===== src/rtl/aes_cbc_stream_enc.sv =====
// AES-256 CBC stream wrapper: packs DW-bit plaintext words into 128-bit blocks,
// XORs each block with the chain value, feeds the external combinational core and
// returns the registered ciphertext over a valid/ready stream.
module aes_cbc_stream_enc #(
  parameter  int DW = 32,
  localparam int NW = 128 / DW,
  localparam int CW = $clog2(NW) + 1
) (
  input  logic          clk_i,
  input  logic          rst_i,
  input  logic          start_i,
  input  logic [127:0]  iv_i,
  input  logic          in_valid_i,
  input  logic [DW-1:0] in_data_i,
  input  logic          in_last_i,
  output logic          in_ready_o,
  output logic [127:0]  aes_pt_o,
  input  logic [127:0]  aes_ct_i,
  output logic          out_valid_o,
  output logic [127:0]  out_data_o,
  output logic          out_last_o,
  output logic [CW-1:0] out_nwords_o,
  input  logic          out_ready_i,
  output logic          busy_o
);

  // state | meaning
  // IDLE  | waiting for start; chain loaded from iv on start
  // FILL  | accepting plaintext words into the block buffer
  // ENC   | one cycle for the combinational core to settle
  // OUT   | ciphertext block presented downstream until accepted
  typedef enum logic [1:0] {IDLE, FILL, ENC, OUT} state_t;

  state_t        state_q, state_d;
  logic [127:0]  chain_q;
  logic [127:0]  blk_q;
  logic [127:0]  blk_w;
  logic [127:0]  aes_pt_q;
  logic [127:0]  out_data_q;
  logic [CW-1:0] cnt_q;
  logic [CW-1:0] nwords_q;
  logic          last_q;
  logic          close_w;

  // block closes on the final slot or when the message ends early
  assign close_w = (cnt_q == CW'(NW - 1)) || in_last_i;

  // current word merged into its MS-first slot; unfilled slots stay zero
  always_comb begin
    blk_w = blk_q;
    for (int i = 0; i < NW; i++) begin
      if (cnt_q == CW'(i)) blk_w[(NW-1-i)*DW +: DW] = in_data_i;
    end
  end

  // state register
  always_ff @(posedge clk_i) begin
    if (rst_i) state_q <= IDLE;
    else       state_q <= state_d;
  end

  // next-state logic
  always_comb begin
    state_d = state_q;
    unique case (state_q)
      IDLE: if (start_i) state_d = FILL;
      FILL: if (in_valid_i && close_w) state_d = ENC;
      ENC:  state_d = OUT;
      OUT:  if (out_ready_i) state_d = last_q ? IDLE : FILL;
      default: state_d = IDLE;
    endcase
  end

  // state-decoded outputs
  always_comb begin
    in_ready_o  = (state_q == FILL);
    out_valid_o = (state_q == OUT);
    busy_o      = (state_q != IDLE);
  end

  // datapath: block packing, chain update and output capture
  always_ff @(posedge clk_i) begin
    if (rst_i) begin
      chain_q    <= '0;
      blk_q      <= '0;
      aes_pt_q   <= '0;
      out_data_q <= '0;
      cnt_q      <= '0;
      nwords_q   <= '0;
      last_q     <= 1'b0;
    end else begin
      unique case (state_q)
        IDLE: begin
          if (start_i) begin
            chain_q <= iv_i;
            cnt_q   <= '0;
            blk_q   <= '0;
          end
        end
        FILL: begin
          if (in_valid_i) begin
            if (close_w) begin
              aes_pt_q <= blk_w ^ chain_q;
              nwords_q <= cnt_q + CW'(1);
              last_q   <= in_last_i;
              cnt_q    <= '0;
              blk_q    <= '0;
            end else begin
              blk_q <= blk_w;
              cnt_q <= cnt_q + CW'(1);
            end
          end
        end
        ENC: begin
          out_data_q <= aes_ct_i;
          chain_q    <= aes_ct_i;
        end
        OUT: begin
          if (out_ready_i) cnt_q <= '0;
        end
        default: ;
      endcase
    end
  end

  assign aes_pt_o     = aes_pt_q;
  assign out_data_o   = out_data_q;
  assign out_last_o   = last_q;
  assign out_nwords_o = nwords_q;

endmodule

===== config.mk =====
export PLATFORM = sky130hd
export DESIGN_NAME = aes_cbc_stream_enc
export DESIGN_NICKNAME = d
export VERILOG_FILES = /design/src/rtl/aes_cbc_stream_enc.sv
export SDC_FILE = /design/constraint.sdc
export NUM_CORES = 1
export LEC_CHECK = 0
export CAP_MARGIN = 10
export CORE_AREA = 2 2 171 299
export DETAILED_ROUTE_END_ITERATION = 8
export DIE_AREA = 0 0 173 301
export GPL_TIMING_DRIVEN = 0
export PLACE_DENSITY = 0.75
export SLEW_MARGIN = 0
export SYNTH_ARGS = -nofsm -noshare
export SYNTH_HDL_FRONTEND = slang
export SYNTH_SLANG_ARGS = --single-unit

===== constraint.sdc =====
create_clock -name clk_i -period 1.7 [get_ports clk_i]
set_input_delay 0.51 -clock clk_i [delete_from_list [all_inputs] [get_ports clk_i]]
set_output_delay 0.51 -clock clk_i [all_outputs]
set_load 0.02 [all_outputs]

; ---- Word-level counts from Yosys, hierarchy flattened
; Cells that the tools add are included.
[totals]
ff_bits = 521
in_bits = 294
out_inout_bits = 263
word_cells = 53
[op_classes]
addsub = 1
n_eq_ne = 10
muxes = 20
bitwise_logic = 1
n_reduce_logical = 13
[ops]
columns = operator, n
row1 = $mux 128, 4
row2 = $pmux 128 s2, 2
row3 = $mux 32, 4
row4 = $xor 128x128->128, 1
row5 = $mux 3, 4
row6 = $pmux 3 s3, 1
row7 = $reduce_and 3->1, 3
row8 = $pmux 2 s4, 1
row9 = $eq 3x2->1 const B, 2
row10 = $mux 2, 3
row11 = $reduce_bool 2->1, 3
row12 = $eq 2x2->1 const B, 2
row13 = $ne 2x1->1 const B, 2
row14 = $ne 2x2->1 const B, 2
row15 = $reduce_and 4->1, 1
row16 = $add 3x1->3 const B, 1
row17 = $eq 3x1->1 const B, 1
row18 = $logic_not 3->1, 1
row19 = $reduce_bool 3->1, 1
row20 = $eq 2x1->1 const B, 1
row21 = $logic_not 2->1, 1
row22 = $reduce_and 2->1, 1
row23 = $logic_and 1x1->1, 1
row24 = $logic_or 1x1->1, 1
row25 = $mux 1, 1

; ---- Depth between registers and ports, before layout
; Gate-level depths: netlist (run 1).
[depth]
word_depth = 5
mapped_depth = 9
ltp_nobuf = 6

; ---- Worst setup path before layout (run 1)
; Ideal clock, no wire load.
[synth_path]
path_kind = reg2reg
from = reg state_q[1]
to = reg aes_pt_q[107] (netlist: aes_pt_o[107])
setup_time_ns = 0.117
arrival_time_ns = 1.711
required_time_ns = 1.583
setup_slack_ns = -0.127
path_stages_with_launch = 9
path_buffers = 2
synth_period_minus_slack_ns = 1.827
cell_sequence = dfxtp_1 -> inv_1 -> ha_1 -> nand2_1 -> nor2_2 -> nor2_1 -> buf_2 -> buf_2 -> a22o_1
[synth_via]
elab_chain_len = 2
[synth_rtl]
columns = element, line_no
row1 = "start, declared", 34  ; state_t state_q, state_d;
row2 = "start signal, assigned", 59  ; else state_q <= state_d;
row3 = $eq 2x1->1, -
row4 = net in_ready_o, 16  ; output logic in_ready_o,
row5 = $reduce_and 3->1 (no line), -
row6 = "end signal, assigned", 103  ; aes_pt_q <= blk_w ^ chain_q;
row7 = "end, declared", 38  ; logic [127:0] aes_pt_q;
; The timed path passes the listed nets, and every way through them passes these cells.
; A chain may end at the register's enable or synchronous reset.

; ---- Worst setup path after layout (run 1)
[layout_path]
from = reg cnt_q[0]
to = reg aes_pt_q[102] (netlist: aes_pt_o[102])
[layout_via]
elab_chain_len = 3
word_cells_on_any_way = 6
classes_between = 1 x eq/ne / 1 x mux / 1 x bitwise / 3 x reduce/logical
[layout_rtl]
columns = element, line_no
row1 = "start, declared", 40  ; logic [CW-1:0] cnt_q;
row2 = "start signal, assigned", 110  ; cnt_q <= cnt_q + CW'(1);
row3 = $eq 3x2->1 / $logic_not 3->1 (equally long branches), "46, 52"
row4 = $logic_or 1x1->1 / $mux 32 (equally long branches), "46, 52"
row5 = $reduce_and 3->1 (no line) / $xor 128x128->128 (equally long branches), -
; Several ways; a longest one is shown, not always the timed one.

==> results of run 1 <==
==> power groups by stage <==
stage,registers (W),logic [W],clock network (W)
5_1_grt,0.0162,0.0236,0.0119
3_3_place_gp,0.0157,0.0139,0
6_report,0.0160,0.0225,0.0114
2_1_floorplan,0.0165,0.00819,0
3_5_place_dp,0.0158,0.0143,0
4_1_cts,0.0158,0.0208,0.0114
==> worst max-delay path by stage <==
stage	startpoint	slack, ns	cells after the start	endpoint
6_report	cnt_q[0]	-0.21	10	aes_pt_o[102]
5_1_grt	cnt_q[0]	-0.27	8	aes_pt_o[50]
4_1_cts	state_q[1]	-0.21	4	busy_o
3_5_place_dp	rst_i	-1.28	5	out_data_o[18]
3_3_place_gp	rst_i	-1.26	5	out_data_o[21]
2_1_floorplan	cnt_q[0]	-0.01	7	aes_pt_o[10]
==> cell families (layout without fill, tap and decap cells) <==
group / count (synthesis) / in the layout
adders and majority gates: 10 / 10
and+or+nand+nor: 415 / 415
muxes: 386 / 386
DFF: 521 / 521
AOI/OAI and AO/OA: 395 / 395
xor gates and xnor gates: 128 / 128
other: 0 / 2
buffers and inverters: 180 / 927
==> repair_timing <==
item	in CTS	in global routing
endpoints found under the setup margin	782	768
setup buffers	33	32
resized for setup	1030	179
cloned	44	14
pin swaps	81	88
==> synth_stat cells (7+ instances only) <==
master,instances
sky130_fd_sc_hd__mux2i_1,257
sky130_fd_sc_hd__ha_1,10
sky130_fd_sc_hd__xor2_1,128
sky130_fd_sc_hd__nor2_1,391
sky130_fd_sc_hd__clkbuf_1,52
sky130_fd_sc_hd__a22o_1,128
sky130_fd_sc_hd__a211oi_1,130
sky130_fd_sc_hd__mux2_4,82
sky130_fd_sc_hd__mux2_2,47
sky130_fd_sc_hd__a22oi_1,128
sky130_fd_sc_hd__buf_1,7
sky130_fd_sc_hd__buf_2,102
sky130_fd_sc_hd__dfxtp_1,521
sky130_fd_sc_hd__buf_6,12
==> registers in the layout, indices dropped and copies added (netlist names) <==
name,flops
aes_pt_o,128
blk_q,128
cnt_q,3
chain_q,128
state_q,2
out_last_o,1
out_nwords_o,3
out_data_o,128
==> layout make-up <==
class                           count  share of cell area (%)
Multi-Input combinational cell   1334                    35.5
Sequential cell                   521                    30.3
Timing Repair Buffer              670                    20.9
Buffer                            167                    6.10
Clock buffer                       66                    3.97
Tap cell                          660                    2.39
Clock inverter                     18                   0.736
Inverter                            6                   0.102
Antenna cell                        2                  0.0145
==> metal layers <==
layer | vias up | part of all wire, % | track usage [%]
li1 | 8674 | - | -
met1 | 9362 | 35 | 32.6
met2 | 745 | 52 | 56.6
met3 | 235 | 5.8 | 5.11
met4 | 6 | 6.9 | 18.9
met5 | - | 0.036 | 0
==> metrics by stage <==
stage | utilization [%] | power [W] | cell area, sq um | hold WS, ns
floorplan | - | 0.0247 | 21700 | 0.461
global placement | 56.8 | 0.0296 | 28100 | 0.458
detailed placement | 56.8 | 0.0301 | 28100 | 0.459
CTS | 67.8 | 0.0481 | 33500 | 0.468
global route | 69.8 | 0.0517 | 34500 | 0.487
finish | 69.8 | 0.0499 | 34500 | 0.472
==> out/summary.md, run 1 <==
The logs give -1.28 ns for the setup slack at placement and 3 for the buffer depth of the longest clock path. The count of nets after finishing came out at 3051. After synthesis, the largest family of logic cells by area is multiplexers.

The path class of the lowest-slack min-delay path was reg2reg. In the finished design, the share of the clock period the worst path needs comes to 112%. The die height was 301 um; the filler-free cell count of the finished design was 3444. The register-to-register path setup slack is -0.21 ns. Leaving out fill and tap cells, the most frequent cell in the layout is sky130_fd_sc_hd__dfxtp_1.

Mean instance size in the synthesized netlist: 10.6 sq um. For the worst setup path, the data arrival time is 2.35 ns. The synthesized netlist devotes 7.44% of its cell area to simple gates. The switching power share of the total came out at 36.1%. Grouping stages by cell kind, the critical path spends the most delay in buffers and inverters. The tools report the endpoint of the worst register-to-register path as aes_pt_o[102]. The net switching power of the design is 0.0180 W. In this run the cell area of the synthesized design comes to 21600 sq um. For this configuration, the core starts out at a cell density of 43.7%. The sum of buffers and inverters on the critical path was 4; the number of optimization iterations in the first detailed-route pass was 5.

Of the total synthesized cell area, the portion taken by XOR and XNOR cells is 5.18%. After clock tree synthesis, the clock-pin slew on the worst setup and hold paths is 0.06 ns. The synthesized instance count is 2035. Cells with a size suffix above 1 make up 30.4% of the layout.

On the worst path, the slowest cell contributes a delay of 0.40 ns. The largest net degree at the start of global routing was 20; the count of state elements after synthesis was 521. The Yosys step of the flow raised 0 warnings. The static leakage is 14.5 nW, and the slew at the pin with the worst max-slew slack is 0.856 ns.

The hold violation total from the final report is 0. Fraction of the mapped netlist area in compound gates: 14.4%. Traced cell by cell, the critical path runs through ha_4, ha_4, nor2_4, buf_6, nor2_4, nor2_4, buf_6, buf_12, buf_8, a22o_1. Headroom to the max-slew limit came out at 42.8%. Across the run, the number of max-cap violations was 0.

TritonCTS built the clock tree. Summed over all layers, the routed wires come to 86000 um. The per-cell via count in the routed design is 5.52, and the power density of the placed cells is 1450 nW/um^2. The setup path with the least slack is of type reg2reg.

The first global-routing pass estimated 122000 um of wire. Global routing used 30.7% of the available tracks. The final reports fail on negative setup slack. The logs give 521 for the sink count of the clock tree and 48.2% for the fraction of the yosys area taken by sequential cells.

The internal power component is 0.0319 W, and the number of H-tree levels is 2. The run gives 19000 as the detailed-route via count. The share of synthesized registers carrying an async set or reset works out to 0%. The final critical-path setup slack was -0.211 ns; the final HPWL from detailed placement was 56900 um.

The total instance count after detailed placement is 3251. Data on the critical path is required at its endpoint by 2.14 ns. The portion of synthesized area spent on multiplexers is 20.0%. The startpoint identified for the worst register-to-register timing path is cnt_q[0]. Between clock sinks in the finished design, the worst skew comes to 0.0146 ns.

For the final number of max-transition violations, the log shows 0. Number of fill cells in the layout: 3507. The run gives 7 as the initial antenna violation count.

The hold-fix buffer count after cts came out at 0. Counting distinct cell types in the post-synthesis netlist gives 34. The floorplan step defined a core boundary enclosing 49500 sq um.

Clock tree synthesis selected as its root buffer the cell sky130_fd_sc_hd__clkbuf_16. The area growth from synthesis to final layout is 59.5%. The worst hold path stage count was 1. Library cell with the largest summed area after synthesis: sky130_fd_sc_hd__dfxtp_1. Combinational cells account for 45.1% of the total power. IR analysis of the VDD net gives a maximum drop of 0.00126 V. The adder and majority cell fraction of the synthesized area is 0.578%, and the die extent in x is 173 um. Counting cells, the worst reg-to-reg path comes to 10. STA classifies the critical path endpoint as a register. Global routing finished with a remaining overflow of 0. The path with the worst hold slack has its endpoint at aes_pt_o[94].

Summed over all failing endpoints, the final setup total negative slack is -59.60 ns. For the number of core rows, the log shows 108. Dividing the detail-routed wire length by the instance count gives 25.0 um. The beginning of the worst hold path is aes_pt_o[94]. Among all flip-flop cells after synthesis, the most frequent one is sky130_fd_sc_hd__dfxtp_1. For the DRC violations left, the log shows 0.

The worst setup path is launched from a register. The highest fanout seen on the critical path was 10; the area used by sequential logic in the layout was 10400 sq um. The via count of the first global-routing pass was 19800; the number of primary I/O pins was 557.

The dominant cell type by count on the critical path was sky130_fd_sc_hd__nor2_4. Sequential cells account for 32.1% of the total power. The top cell types in the final layout, fill and taps aside, are 516 x sky130_fd_sc_hd__dfxtp_1, 293 x sky130_fd_sc_hd__clkdlybuf4s50_1, 287 x sky130_fd_sc_hd__nor2_1. By area the synthesized netlist is led by sky130_fd_sc_hd__dfxtp_1 48%, sky130_fd_sc_hd__mux2i_1 12%, sky130_fd_sc_hd__nor2_1 6.8%. The DRC violation total after the first TritonRoute iteration is 1120, and the last weighted congestion value of the routability-driven placer is 0.851. The total of buffers placed on input and output ports was 556; the total nets after synthesis was 2339. The shortest clock period the worst path allows after layout came out at 1.91 ns. The clock network accounts for 22.8% of the total power. Buffers inserted during clock tree synthesis total 47. The die covers 52100 sq um.

Setup repair after global routing could not meet its margin everywhere. The flow ran to the end, but the final reports show violations. The slowest stage of the critical path belongs to the cell sky130_fd_sc_hd__dfxtp_4. Setup violations remaining at the end of the flow were counted as 649. The tools report the clock latency at the later pin of the worst-skew pair as 0.57 ns. The achievable frequency was 523 MHz; the remaining antenna violation count after routing was 0. Yosys mapped a number of flops with a built-in enable equal to 0. The share of synthesized area in the top cell type comes to 48.2%. For the area of the multi-input gates, the log shows 12300 sq um.
Note: power is estimated with default switching activity, not from simulation.
==> inputs of run 2 (changes only) <==
--- a/config.mk
+++ b/config.mk
@@ -11,7 +11,7 @@
 export DIE_AREA = 0 0 173 301
 export GPL_TIMING_DRIVEN = 0
 export PLACE_DENSITY = 0.75
-export SLEW_MARGIN = 0
+export SLEW_MARGIN = 20
 export SYNTH_ARGS = -nofsm -noshare
 export SYNTH_HDL_FRONTEND = slang
 export SYNTH_SLANG_ARGS = --single-unit
==> out/summary.md, run 2 (same netlist as run 1, synthesis figures left out) <==
The hold violation total from the final report was 0 (unchanged). The effective utilization at floorplan came out at 43.7% (unchanged). The buffer type at the clock tree root is sky130_fd_sc_hd__clkbuf_16. The number of buffers added by the clock tree synthesis step was 48 (+2.1%). The largest voltage drop on the vdd net is 0.000917 V (-27%). The die height was 301 um (unchanged). The shortest clock period the worst path allows after layout works out to 1.95 ns (+0.0392 ns). The share of layout cells above drive strength 1 is 22.8% (-7.6 points), and the data arrival time of the critical path is 2.39 ns (+0.04 ns). The number of H-tree levels is 2 (unchanged). The path class of the lowest-slack min-delay path was reg2reg.

Final HPWL from detailed placement: 56900 um (-0.12%). The area growth from synthesis to final layout works out to 50.5%. Type of the worst setup path: reg2reg.

Setup repair after global routing could not meet its margin everywhere. The buffer depth of the longest clock path is 3 (unchanged). The global-route wire length before repair came out at 114000 um (-6.7%). The average detailed-routed wire length per instance is 24.1 um (-3.4%). The flow ran to the end, but the final reports show violations. The endpoint identified for the worst register-to-register timing path is aes_pt_o[30].

The final wirelength was 82400 um (-4.2%); the setup clock skew after layout was 0.0217 ns (+0.00710 ns). The power density of the placed cells is 1420 nW/um^2 (-1.7%), and the detailed-route via count is 18500 (-2.5%). The run gives 45.7% (+3.0 points) as the relative slew slack.

The logs give 0.0463 W (-7.2%) for the overall power and 108 (unchanged) for the number of core rows. The achievable frequency is 513 MHz (-2.0%). The run gives 13.9 nW (-4.1%) as the static leakage. The slew at the pin with the worst max-slew slack is 0.811 ns (-0.0441 ns), and the global-route congestion overflow total is 0 (unchanged). The remaining antenna violation count after routing is 0 (unchanged). Leaving out fill and tap cells, the most frequent cell in the layout is sky130_fd_sc_hd__dfxtp_1. Cell count of the worst reg-to-reg path: 10 (unchanged). TritonCTS built the clock tree.

The checks that failed: negative setup slack. Number of optimization iterations in the first detailed-route pass: 7 (+2). The tightest hold margin is 0.474 ns (+0.00211 ns).

For the required arrival time at the worst endpoint, the log shows 2.14 ns (about the same). Tracing the worst setup path back leads to its startpoint at cnt_q[0]. The total of buffers placed on input and output ports is 556 (unchanged). The via count of the first global-routing pass is 18800 (-5.0%).

The final-layout setup total negative slack was -63.32 ns (-3.72 ns). The logs give 28.6% (-2.1 points) for the overall track demand over capacity in global routing and 3015 (-1.2%) for the count of nets after finishing. The tools report the largest net degree at the start of global routing as 16 (-20%).

STA classifies the critical path endpoint as a register. The die extent in x came out at 173 um (unchanged). The number of endpoints failing setup at the final stage was 676 (+4.2%). The run gives 1087 (-2.9%) as the DRC violation total after the first TritonRoute iteration. Following the worst setup path forward leads to its endpoint at aes_pt_o[30]. The register clock-pin slew on the reported worst setup and hold paths is 0.07 ns (about the same).

The worst hold path stage count is 1 (unchanged). The number of violations of the max-capacitance limit is 0 (unchanged). Area of the core: 49500 sq um (unchanged). The logs give 0.851 (unchanged) for the last weighted congestion value of the routability-driven placer and -0.250 ns (-0.0392 ns) for the final critical-path setup slack.

The tools report the number of primary I/O pins as 557 (unchanged). For the DRC violations left, the log shows 0 (unchanged). The register-to-register path setup slack is -0.25 ns (-0.04 ns). The per-cell via count in the routed design works out to 5.43 (-1.7%).

In the layout the commonest cells are 516 x sky130_fd_sc_hd__dfxtp_1, 350 x sky130_fd_sc_hd__nor2_1, 293 x sky130_fd_sc_hd__clkdlybuf4s50_1. The clock latency at the later pin of the worst-skew pair is 0.57 ns (about the same). The worst register-to-register path begins at cnt_q[0]. The hold-fix buffer count after cts is 0 (unchanged), and the full die area is 52100 sq um (unchanged). The startpoint type of the worst setup path is a register. The run gives 0 (unchanged) as the final number of max-transition violations.

The sink count of the clock tree is 521 (unchanged), and the ratio of final minimum period to clock period is 115% (+2.3 points). Highest fanout seen on the critical path: 6 (-4). For the initial antenna violation count, the log shows 6 (-1).
-- run 2: cell count changes in the layout (fill, tap and decap cells not counted), sizes merged, moves of 2 or more --
cell | previous run | this run
buf | 217 | 177
bufbuf | 0 | 2
diode | 2 | 9
inv | 8 | 6
clkinv | 9 | 15
clkbuf | 136 | 134
-- run 2: worst min path at each step --
stage                          startpoint         endpoint
after floorplan                blk_q[126]       blk_q[126]
final                        aes_pt_o[22]     aes_pt_o[22]
after global routing         aes_pt_o[47]     aes_pt_o[47]
after detailed placement  out_nwords_o[1]  out_nwords_o[1]
after global placement    out_nwords_o[1]  out_nwords_o[1]
after CTS                 out_nwords_o[1]  out_nwords_o[1]
-- run 2: layer usage --
layer  global-route usage, %  share of wire, %  routed length (um)
met2                    52.7                52               42800
met1                    30.4                36               29900
met3                    4.95               5.5                4540
met4                    17.3               6.2                5090
met5                       0            0.0097                   8
-- run 2: cell type report --
cell class,count,area (sq um)
Antenna cell,9,22.5
Buffer,170,1800
Clock buffer,62,1350
Clock inverter,23,274
Fill cell,3812,16900
Inverter,6,27.5
Multi-Input combinational cell,1334,11300
Sequential cell,521,10400
Tap cell,660,826
Timing Repair Buffer,630,6490
-- run 2: stage by stage --
stage               area [sq um]  worst slack, ns  cells  util [%]
floorplan                  21700          -0.0139   2035         -
global placement           28100            -1.26   3251      56.8
detailed placement         28100            -1.29   3251      56.8
CTS                        30900           -0.225   3362      62.5
global route               32500           -0.276   3410      65.8
finish                     32600           -0.250   3415      65.8
-- run 2: critical path, cell delays in order (launching register included) --
cell and delay [ns]:
sky130_fd_sc_hd__dfxtp_4 0.37, sky130_fd_sc_hd__ha_4 0.16, sky130_fd_sc_hd__ha_4 0.15, sky130_fd_sc_hd__buf_6 0.13, sky130_fd_sc_hd__nor2_4 0.15, sky130_fd_sc_hd__or2_4 0.17
sky130_fd_sc_hd__nor2_4 0.04, sky130_fd_sc_hd__buf_6 0.14, sky130_fd_sc_hd__buf_12 0.16, sky130_fd_sc_hd__clkbuf_16 0.16, sky130_fd_sc_hd__a22o_1 0.19
-- run 2: what timing repair did --
item                       CTS  global route
resized for setup          605           284
setup endpoints to repair  782           777
buffers inserted            13            31
pin swaps                    6            77
cloned                      13            21
-- run 2: report_power, final --
group / internal, W / switching, W
Combinational: 0.00918 / 0.00998
Sequential: 0.0143 / 0.00146
Clock: 0.00649 / 0.00488
